===== config.mk =====
export PLATFORM = sky130hd
export DESIGN_NAME = bs_encoder
export DESIGN_NICKNAME = d
export VERILOG_FILES = /design/src/rtl/usb_pkg.sv /design/src/rtl/tx_shift_reg.sv /design/src/rtl/bs_encoder.sv
export SDC_FILE = /design/constraint.sdc
export NUM_CORES = 1
export LEC_CHECK = 0
export ABC_CLOCK_PERIOD_IN_PS = 3000
export BUFFER_PORTS_ARGS = -buffer_cell sky130_fd_sc_hd__buf_4
export CAP_MARGIN = 20
export CORE_MARGIN = 4
export CORE_UTILIZATION = 58
export DETAILED_ROUTE_END_ITERATION = 7
export GPL_ROUTABILITY_DRIVEN = 1
export HOLD_SLACK_MARGIN = 0.12
export PLACE_DENSITY_LB_ADDON = 0.05
export SKIP_LAST_GASP = 1
export SLEW_MARGIN = 20
export SYNTH_ARGS = -nofsm -noshare
export SYNTH_HDL_FRONTEND = slang
export SYNTH_HIERARCHICAL = 1
export SYNTH_SLANG_ARGS = --single-unit

===== constraint.sdc =====
create_clock -name clk -period 3 [get_ports clk]
set_input_delay 0.15 -clock clk [delete_from_list [all_inputs] [get_ports clk]]
set_output_delay 0.15 -clock clk [all_outputs]
set_load 0.02 [all_outputs]

===== src/rtl/usb_pkg.sv =====
`default_nettype none
// ============================================================================
// Module   : usb_pkg
// Purpose  : Shared types and constants for the USB transmit bitstream path.
//            Packet class codes, PID nibbles, encoder state encoding and a
//            PID/packet-class consistency helper.
// Revision : 1.0  initial release
// ============================================================================
package usb_pkg;

  // Packet class requested by protocolFSM
  typedef enum logic [1:0] {
    PKT_NONE   = 2'b00,
    PKT_TOKEN  = 2'b01,
    PKT_HSHAKE = 2'b10,
    PKT_DATA   = 2'b11
  } pkt_t;

  // Encoder state encoding
  typedef enum logic [2:0] {
    ST_IDLE  = 3'd0,
    ST_PID   = 3'd1,
    ST_TOKEN = 3'd2,
    ST_DATA  = 3'd3,
    ST_DONE  = 3'd4
  } enc_state_t;

  // PID nibbles (transmitted LSB first, followed by their complement)
  localparam logic [3:0] c_PID_OUT   = 4'b0001;
  localparam logic [3:0] c_PID_IN    = 4'b1001;
  localparam logic [3:0] c_PID_SETUP = 4'b1101;
  localparam logic [3:0] c_PID_DATA0 = 4'b0011;
  localparam logic [3:0] c_PID_DATA1 = 4'b1011;
  localparam logic [3:0] c_PID_ACK   = 4'b0010;
  localparam logic [3:0] c_PID_NAK   = 4'b1010;
  localparam logic [3:0] c_PID_STALL = 4'b1110;

  // True when the PID's class bits [1:0] agree with the packet class and the
  // PID is not the reserved value 0000.
  function automatic logic pid_class_ok(input logic [3:0] pid, input pkt_t kind);
    logic ok;
    ok = 1'b0;
    case (kind)
      PKT_TOKEN:  ok = (pid[1:0] == 2'b01);
      PKT_HSHAKE: ok = (pid[1:0] == 2'b10);
      PKT_DATA:   ok = (pid[1:0] == 2'b11);
      default:    ok = 1'b0;
    endcase
    if (pid == 4'b0000) begin
      ok = 1'b0;
    end
    return ok;
  endfunction

endpackage
`default_nettype wire


===== src/rtl/tx_shift_reg.sv =====
`default_nettype none
// ============================================================================
// Module   : tx_shift_reg
// Purpose  : 8-bit load/shift register with 3-bit bit counter and empty flag.
//            bit_out is always the bit currently on the line (sr[0]).
// Ports    : clk, rst (async, active high)
//            clr        - synchronous clear to the empty state
//            load       - load load_data, bit counter to 0 (wins over shift)
//            shift      - advance one bit; after bit 7 the register is empty
//            stall      - hold contents and counter
//            bit_out    - current bit, bit_cnt - its index
//            last_bit   - the 8th bit is on the line, empty - nothing loaded
// Revision : 1.0  initial release
// ============================================================================
module tx_shift_reg (
  input  logic       clk,
  input  logic       rst,
  input  logic       clr,
  input  logic       load,
  input  logic [7:0] load_data,
  input  logic       shift,
  input  logic       stall,
  output logic       bit_out,
  output logic [2:0] bit_cnt,
  output logic       last_bit,
  output logic       empty
);

  logic [7:0] sr_q, sr_d;
  logic [2:0] cnt_q, cnt_d;
  logic       empty_q, empty_d;

  always_comb begin
    sr_d    = sr_q;
    cnt_d   = cnt_q;
    empty_d = empty_q;
    if (clr) begin
      sr_d    = 8'h00;
      cnt_d   = 3'd0;
      empty_d = 1'b1;
    end else if (load) begin
      sr_d    = load_data;
      cnt_d   = 3'd0;
      empty_d = 1'b0;
    end else if (shift && !stall && !empty_q) begin
      if (cnt_q == 3'd7) begin
        sr_d    = 8'h00;
        cnt_d   = 3'd0;
        empty_d = 1'b1;
      end else begin
        sr_d  = {1'b0, sr_q[7:1]};
        cnt_d = cnt_q + 3'd1;
      end
    end
  end

  always_ff @(posedge clk or posedge rst) begin
    if (rst) begin
      sr_q    <= 8'h00;
      cnt_q   <= 3'd0;
      empty_q <= 1'b1;
    end else begin
      sr_q    <= sr_d;
      cnt_q   <= cnt_d;
      empty_q <= empty_d;
    end
  end

  assign bit_out  = sr_q[0];
  assign bit_cnt  = cnt_q;
  assign last_bit = (cnt_q == 3'd7) && !empty_q;
  assign empty    = empty_q;

endmodule
`default_nettype wire


===== src/rtl/bs_encoder.sv =====
`default_nettype none
// ============================================================================
// Module   : bs_encoder
// Purpose  : Serialises one USB packet (PID, then token fields or payload)
//            LSB first into a 1-bit stream for tx_crc / bitStuffer, framing
//            the CRC-covered region with start_crc / end_crc pulses.
// Ports    : clk, rst (async, active high), abort (sync, highest priority)
//            start_encode, pkt_type, pid, token_fields, zlp  - packet request
//            data_byte, data_valid, data_last, data_ready    - payload handshake
//            stall                                           - freeze stream
//            s_out, s_valid, start_crc, end_crc              - serial stream
//            bs_encoder_busy, encode_done, tx_error          - status
// Options  : TX_PID_CHECK_EN - reject reserved / class-mismatched PIDs in IDLE
// Revision : 1.0  initial release
// ============================================================================
module bs_encoder #(
  parameter int MAX_PAYLOAD = 1023
) (
  input  logic        clk,
  input  logic        rst,
  input  logic        abort,
  input  logic        start_encode,
  input  logic [1:0]  pkt_type,
  input  logic [3:0]  pid,
  input  logic [10:0] token_fields,
  input  logic        zlp,
  input  logic [7:0]  data_byte,
  input  logic        data_valid,
  input  logic        data_last,
  output logic        data_ready,
  input  logic        stall,
  output logic        s_out,
  output logic        s_valid,
  output logic        start_crc,
  output logic        end_crc,
  output logic        bs_encoder_busy,
  output logic        encode_done,
  output logic        tx_error
);
  import usb_pkg::*;

  localparam int             BCW       = $clog2(MAX_PAYLOAD + 1);
  localparam logic [BCW-1:0] c_MAX_CNT = BCW'(MAX_PAYLOAD);

  enc_state_t     state_q, state_d;
  pkt_t           pkt_q, pkt_d;
  logic           zlp_q, zlp_d;
  logic [10:0]    tok_q, tok_d;
  logic [3:0]     tok_cnt_q, tok_cnt_d;
  logic [7:0]     hold_q, hold_d;
  logic           hold_full_q, hold_full_d;
  logic           hold_last_q, hold_last_d;
  logic           last_seen_q, last_seen_d;
  logic           cur_last_q, cur_last_d;
  logic [BCW-1:0] byte_cnt_q, byte_cnt_d;
  logic           s_valid_q, s_valid_d;
  logic           start_crc_q, start_crc_d;
  logic           end_crc_q, end_crc_d;
  logic           encode_done_q, encode_done_d;
  logic           tx_error_q, tx_error_d;

  logic       sr_clr, sr_load, sr_shift;
  logic [7:0] sr_load_data;
  logic       sr_bit, sr_last_bit, sr_empty;
  logic [2:0] sr_cnt;

  logic       w_pid_ok;
  logic       w_xfer, w_overrun, w_next_avail, w_next_last, w_need_byte;
  logic [7:0] w_next_byte;

  tx_shift_reg u_shift (
    .clk       (clk),
    .rst       (rst),
    .clr       (sr_clr),
    .load      (sr_load),
    .load_data (sr_load_data),
    .shift     (sr_shift),
    .stall     (stall),
    .bit_out   (sr_bit),
    .bit_cnt   (sr_cnt),
    .last_bit  (sr_last_bit),
    .empty     (sr_empty)
  );

`ifdef TX_PID_CHECK_EN
  assign w_pid_ok = pid_class_ok(pid, pkt_t'(pkt_type));
`else
  assign w_pid_ok = 1'b1;
`endif

  // Payload is only requested for DATA packets; a token or handshake PID
  // phase never pulls bytes from protocolFSM.
  assign data_ready = ((state_q == ST_PID) || (state_q == ST_DATA)) &&
                      (pkt_q == PKT_DATA) && !zlp_q && !hold_full_q && !last_seen_q;
  assign w_xfer     = data_valid && data_ready;
  assign w_overrun  = w_xfer && (byte_cnt_q == c_MAX_CNT);

  // A byte arriving in the very cycle the shifter needs one bypasses the
  // holding register so it does not count as an underrun.
  assign w_next_avail = hold_full_q || w_xfer;
  assign w_next_byte  = hold_full_q ? hold_q      : data_byte;
  assign w_next_last  = hold_full_q ? hold_last_q : data_last;

  always_comb begin
    state_d       = state_q;
    pkt_d         = pkt_q;
    zlp_d         = zlp_q;
    tok_d         = tok_q;
    tok_cnt_d     = tok_cnt_q;
    hold_d        = hold_q;
    hold_full_d   = hold_full_q;
    hold_last_d   = hold_last_q;
    last_seen_d   = last_seen_q;
    cur_last_d    = cur_last_q;
    byte_cnt_d    = byte_cnt_q;
    s_valid_d     = s_valid_q;
    start_crc_d   = 1'b0;
    end_crc_d     = 1'b0;
    encode_done_d = 1'b0;
    tx_error_d    = 1'b0;
    sr_clr        = 1'b0;
    sr_load       = 1'b0;
    sr_load_data  = 8'h00;
    sr_shift      = 1'b0;
    w_need_byte   = 1'b0;

    // Holding register accepts even while stalled
    if (w_xfer) begin
      hold_d      = data_byte;
      hold_full_d = 1'b1;
      hold_last_d = data_last;
      byte_cnt_d  = byte_cnt_q + BCW'(1);
      if (data_last) begin
        last_seen_d = 1'b1;
      end
    end

    case (state_q)
      ST_IDLE: begin
        s_valid_d = 1'b0;
        if (start_encode && (pkt_type != PKT_NONE)) begin
          if (w_pid_ok) begin
            state_d      = ST_PID;
            pkt_d        = pkt_t'(pkt_type);
            zlp_d        = zlp;
            tok_d        = token_fields;
            tok_cnt_d    = 4'd0;
            hold_full_d  = 1'b0;
            hold_last_d  = 1'b0;
            last_seen_d  = 1'b0;
            cur_last_d   = 1'b0;
            byte_cnt_d   = '0;
            sr_load      = 1'b1;
            sr_load_data = {~pid, pid};
            s_valid_d    = 1'b1;
          end else begin
            tx_error_d = 1'b1;
          end
        end
      end

      ST_PID: begin
        if (!stall) begin
          sr_shift = !sr_empty;
          if (sr_last_bit) begin
            case (pkt_q)
              PKT_TOKEN: begin
                state_d     = ST_TOKEN;
                start_crc_d = 1'b1;
              end
              PKT_DATA: begin
                if (zlp_q) begin
                  // Empty CRC region: both pulses with no data bit
                  state_d       = ST_DONE;
                  s_valid_d     = 1'b0;
                  start_crc_d   = 1'b1;
                  end_crc_d     = 1'b1;
                  encode_done_d = 1'b1;
                end else begin
                  start_crc_d = 1'b1;
                  w_need_byte = 1'b1;
                end
              end
              PKT_HSHAKE: begin
                state_d       = ST_DONE;
                s_valid_d     = 1'b0;
                encode_done_d = 1'b1;
              end
              default: begin
                state_d   = ST_IDLE;
                s_valid_d = 1'b0;
              end
            endcase
          end
        end
      end

      ST_TOKEN: begin
        if (!stall) begin
          if (tok_cnt_q == 4'd10) begin
            state_d       = ST_DONE;
            s_valid_d     = 1'b0;
            encode_done_d = 1'b1;
          end else begin
            tok_d     = {1'b0, tok_q[10:1]};
            tok_cnt_d = tok_cnt_q + 4'd1;
            end_crc_d = (tok_cnt_q == 4'd9);
          end
        end
      end

      ST_DATA: begin
        if (!stall) begin
          sr_shift  = !sr_empty;
          end_crc_d = cur_last_q && (sr_cnt == 3'd6);
          if (sr_last_bit) begin
            if (cur_last_q) begin
              state_d       = ST_DONE;
              s_valid_d     = 1'b0;
              encode_done_d = 1'b1;
            end else begin
              w_need_byte = 1'b1;
            end
          end
        end
      end

      ST_DONE: begin
        state_d   = ST_IDLE;
        s_valid_d = 1'b0;
      end

      default: begin
        state_d   = ST_IDLE;
        s_valid_d = 1'b0;
      end
    endcase

    // Reload the shifter at a byte boundary, or flag underrun
    if (w_need_byte) begin
      if (w_next_avail) begin
        state_d      = ST_DATA;
        sr_load      = 1'b1;
        sr_load_data = w_next_byte;
        cur_last_d   = w_next_last;
        hold_full_d  = 1'b0;
      end else begin
        state_d     = ST_IDLE;
        s_valid_d   = 1'b0;
        start_crc_d = 1'b0;
        tx_error_d  = 1'b1;
      end
    end

    if (w_overrun) begin
      state_d       = ST_IDLE;
      s_valid_d     = 1'b0;
      start_crc_d   = 1'b0;
      end_crc_d     = 1'b0;
      encode_done_d = 1'b0;
      tx_error_d    = 1'b1;
      hold_full_d   = 1'b0;
      sr_load       = 1'b0;
      sr_clr        = 1'b1;
    end

    if (abort) begin
      state_d       = ST_IDLE;
      pkt_d         = PKT_NONE;
      zlp_d         = 1'b0;
      tok_d         = 11'h000;
      tok_cnt_d     = 4'd0;
      hold_d        = 8'h00;
      hold_full_d   = 1'b0;
      hold_last_d   = 1'b0;
      last_seen_d   = 1'b0;
      cur_last_d    = 1'b0;
      byte_cnt_d    = '0;
      s_valid_d     = 1'b0;
      start_crc_d   = 1'b0;
      end_crc_d     = 1'b0;
      encode_done_d = 1'b0;
      tx_error_d    = 1'b0;
      sr_load       = 1'b0;
      sr_clr        = 1'b1;
    end
  end

  always_ff @(posedge clk or posedge rst) begin
    if (rst) begin
      state_q       <= ST_IDLE;
      pkt_q         <= PKT_NONE;
      zlp_q         <= 1'b0;
      tok_q         <= 11'h000;
      tok_cnt_q     <= 4'd0;
      hold_q        <= 8'h00;
      hold_full_q   <= 1'b0;
      hold_last_q   <= 1'b0;
      last_seen_q   <= 1'b0;
      cur_last_q    <= 1'b0;
      byte_cnt_q    <= '0;
      s_valid_q     <= 1'b0;
      start_crc_q   <= 1'b0;
      end_crc_q     <= 1'b0;
      encode_done_q <= 1'b0;
      tx_error_q    <= 1'b0;
    end else begin
      state_q       <= state_d;
      pkt_q         <= pkt_d;
      zlp_q         <= zlp_d;
      tok_q         <= tok_d;
      tok_cnt_q     <= tok_cnt_d;
      hold_q        <= hold_d;
      hold_full_q   <= hold_full_d;
      hold_last_q   <= hold_last_d;
      last_seen_q   <= last_seen_d;
      cur_last_q    <= cur_last_d;
      byte_cnt_q    <= byte_cnt_d;
      s_valid_q     <= s_valid_d;
      start_crc_q   <= start_crc_d;
      end_crc_q     <= end_crc_d;
      encode_done_q <= encode_done_d;
      tx_error_q    <= tx_error_d;
    end
  end

  // The line bit comes straight from the active register; gated by s_valid
  // so idle and DONE cycles drive 0.
  assign s_out           = s_valid_q & ((state_q == ST_TOKEN) ? tok_q[0] : sr_bit);
  assign s_valid         = s_valid_q;
  assign start_crc       = start_crc_q;
  assign end_crc         = end_crc_q;
  assign encode_done     = encode_done_q;
  assign tx_error        = tx_error_q;
  assign bs_encoder_busy = (state_q != ST_IDLE);

endmodule
`default_nettype wire


==> run summary <==
outcome = finished, final reports clean
Hold Crit Depth = 4
mean post-synth cell area = 9.45 sq um
power after layout = 1950 uW
Tot GR Track Use = 24.1%
Critical Path RT = 3.20 ns
first-pass iteration count of the detailed router = 5
Placed Cells = 446
Static Leakage = 0.00175 uW
vias in the first global route = 2883
# port buffers = 40
fraction of layout cells with a size suffix above 1 = 19.6%
Comb pwr share = 11.4%
Switching Fraction = 24.3%
initial antenna violation count = 0
routed vias = 2719
largest net degree at the start of global routing = 49
Worst EP arrival = 2.94 ns
Yosys Warn Count = 6
cts bufs inserted = 9
Hold Startpoint = pid[3]
dpl cell area = 3610 sq um
crit end category = flip-flop
root buf cell = clkbuf_8
# setup viols final = 0
Worst VDD drop = 0.284 mV
DP HPWL = 5220 um
row count = 27
internal power = 1470 uW
critical path class = flip-flop to flip-flop
Max-Cap Viols = 0
period utilization = 91.6%
H-Tree Depth = 3
Hold Crit Class = input pin to flip-flop
vias per inst = 5.71
routability congestion estimate = 0.948
f_max = 364 MHz
synth top area cells = dfrtp_1 45%, mux2i_1 7.0%, nand2_1 6.1%, a21oi_1 3.9%, ha_1 2.7%
Total Neg Setup Slack = 0 ns
Switch Pwr = 472 uW
Startpoint Class = flip-flop
io pins = 41
Main synth FF type = dfrtp_1
global-route wire length before repair = 13500 um
Critical Path Fanout Max = 8
clk slew on worst S/H paths = 0.07 ns
PwrDens = 488 nW/um^2
R2R Setup Slk = 0.25 ns
R2R Path Start = u_shift/bit_cnt[0]$_DFFE_PP0P_
DRC violations left = 0
hold slack = 0.128 ns
count leader, synth = dfrtp_1
TritonCTS clock tree = yes
flip-flop and latch count after synthesis = 60
width of the die = 83.4 um
fin cells = 476
Inserted Diodes = 0
Die ar. = 6950 sq um
post-synthesis sequential area ratio = 45.6%
core area = 5510 sq um
R2R cell count = 10
Final Critical Period = 2.75 ns
RSZ-0062 raised after global routing = no
clk sink count = 60
Min-Delay Endpoint = u_shift/sr_q[7]$_DFFE_PP0P_
FFs w/ async S/R, synth = 100%
worst skew pair latency = 0.34 ns
Cell Area, Synth = 3300 sq um
Slew Limit Fails = 0
Max-slew headroom = 37.4%
syn nets = 389
Post-synth top cells = 59 x dfrtp_1, 54 x nand2_1, 26 x a21oi_1
initial drt markers = 159
Antenna Nets Post-Route = 0
maximum buffer depth of the clock tree = 2
clock network fraction of design power = 43.7%
synthesized instance count = 349
Avg WL per Cell = 16.1 um
Post-synth EDFFs = 0
Area growth syn-to-layout = 20.9%
synth unique cells = 61
area leader, netlist = dfrtp_1
slew at the pin with the worst max-slew slack = 0.938 ns
Initial Util = 59.9%
fin nets = 439
Die H = 83.4 um
FF-to-FF End = u_shift/sr_q[1]$_DFFE_PP0P_
sequential share of power = 44.9%
drt total wl = 7670 um
Yosys top cell area share = 44.8%
final hold viol count = 0
clock skew = 0.0114 ns
grt ovf = 0
design area = 3990 sq um
layout make-up:
cell class | instances | area (sq um)
well taps | 72 | 90.1
inverters | 12 | 46.3
fillers | 432 | 1520
flip-flops and latches | 60 | 1500
clock inverters | 4 | 70.1
multi-input cells | 254 | 1610
repair buffers | 62 | 500
clock buffers | 12 | 165
critical path: stages (launching register included):
cell and delay, ns:
dfrtp_1 0.40, ha_1 0.20, ha_1 0.17, nor2b_1 0.21, nand2b_1 0.15, a211oi_2 0.25, o21ai_1 0.12, a21oi_1 0.39
or2_1 0.18, or2_0 0.41, a21oi_1 0.13
per-stage QoR:
step / utilization (%) / setup slack, ns
after detailed placement: 65.5 / 0.274
after floorplan: - / 0.668
final: 72.4 / 0.253
after global routing: 72.4 / 0.0260
after global placement: 65.5 / 0.408
after CTS: 72.3 / 0.237
per-layer routing:
metal  vias to the layer above  wire length [um]  GRT usage, %
met5                         -                 0             0
met4                         0                74          9.36
met3                         6               419          4.96
met2                        73              3820          39.9
met1                      1318              3360          31.0
li1                       1322                 -             -
state kept, by name, indices dropped and copies added (netlist names):
name / flops
state_q: 3
hold_q: 8
last_seen_q: 1
zlp_q: 1
tok_q: 11
u_shift/empty: 1
byte_cnt_q: 10
tok_cnt_q: 4
end_crc: 1
cur_last_q: 1
s_valid: 1
start_crc: 1
u_shift/sr_q: 8
hold_full_q: 1
encode_done: 1
tx_error: 1
hold_last_q: 1
pkt_q: 2
u_shift/bit_cnt: 3
how the worst max path moves through the flow:
stage                                   startpoint                     endpoint  slack [ns]  depth (start not counted)
floorplan           u_shift/bit_cnt[0]$_DFFE_PP0P_  u_shift/sr_q[0]$_DFFE_PP0P_        0.67                         11
global placement    u_shift/bit_cnt[0]$_DFFE_PP0P_  u_shift/sr_q[2]$_DFFE_PP0P_        0.41                         10
detailed placement  u_shift/bit_cnt[0]$_DFFE_PP0P_  u_shift/sr_q[2]$_DFFE_PP0P_        0.27                         10
CTS                 u_shift/bit_cnt[0]$_DFFE_PP0P_  u_shift/sr_q[1]$_DFFE_PP0P_        0.24                         10
global route        u_shift/bit_cnt[0]$_DFFE_PP0P_  u_shift/sr_q[3]$_DFFE_PP0P_        0.03                         10
finish              u_shift/bit_cnt[0]$_DFFE_PP0P_  u_shift/sr_q[1]$_DFFE_PP0P_        0.25                         10
repair_timing:
item / CTS / global route
resized for setup: 0 / 1
setup buffers: 0 / 0
endpoints found under the hold margin: 73 / 0
setup endpoints to repair: 0 / 7
hold buffers: 14 / 0
cell families after synthesis:
group / after synthesis / synth area share, %
adder cells (fa/ha/maj): 7 / 2.66
XOR/XNOR: 12 / 3.19
AND/OR/NAND/NOR: 136 / 21.0
buffers and inverters: 35 / 5.58
multiplexers: 23 / 6.98
flip-flops: 60 / 45.6
AO/OA/AOI/OAI: 76 / 15.0
power groups by stage:
stage | sequential [uW] | clock (uW) | combinational, uW
floorplan | 879 | 0 | 140
global placement | 889 | 0 | 201
detailed placement | 890 | 0 | 205
CTS | 875 | 854 | 222
global route | 879 | 903 | 248
finish | 875 | 851 | 222
cell usage in the layout (no fill, tap or decap), types with 2 or more instances in the layout:
cell type and instances:
ha_1 7, clkbuf_8 12, inv_1 11, a31oi_1 2, o31ai_1 10, nand4_1 3, o21ai_0 8, nand3_1 7
nor3_1 11, a21oi_1 26, nand2b_1 5, nor4_1 5, and3_1 4, nand2_1 54, o21ai_1 2, dlygate4sd3_1 14
xnor2_1 6, a22oi_1 8, xor2_1 6, bufinv_16 2, nor3b_1 2, o21bai_1 3, buf_4 48, clkinv_2 3
o22ai_1 5, mux2i_1 23, nor2b_1 4, nor2_1 23, dfrtp_1 59
(Power assumes the default switching activity.)
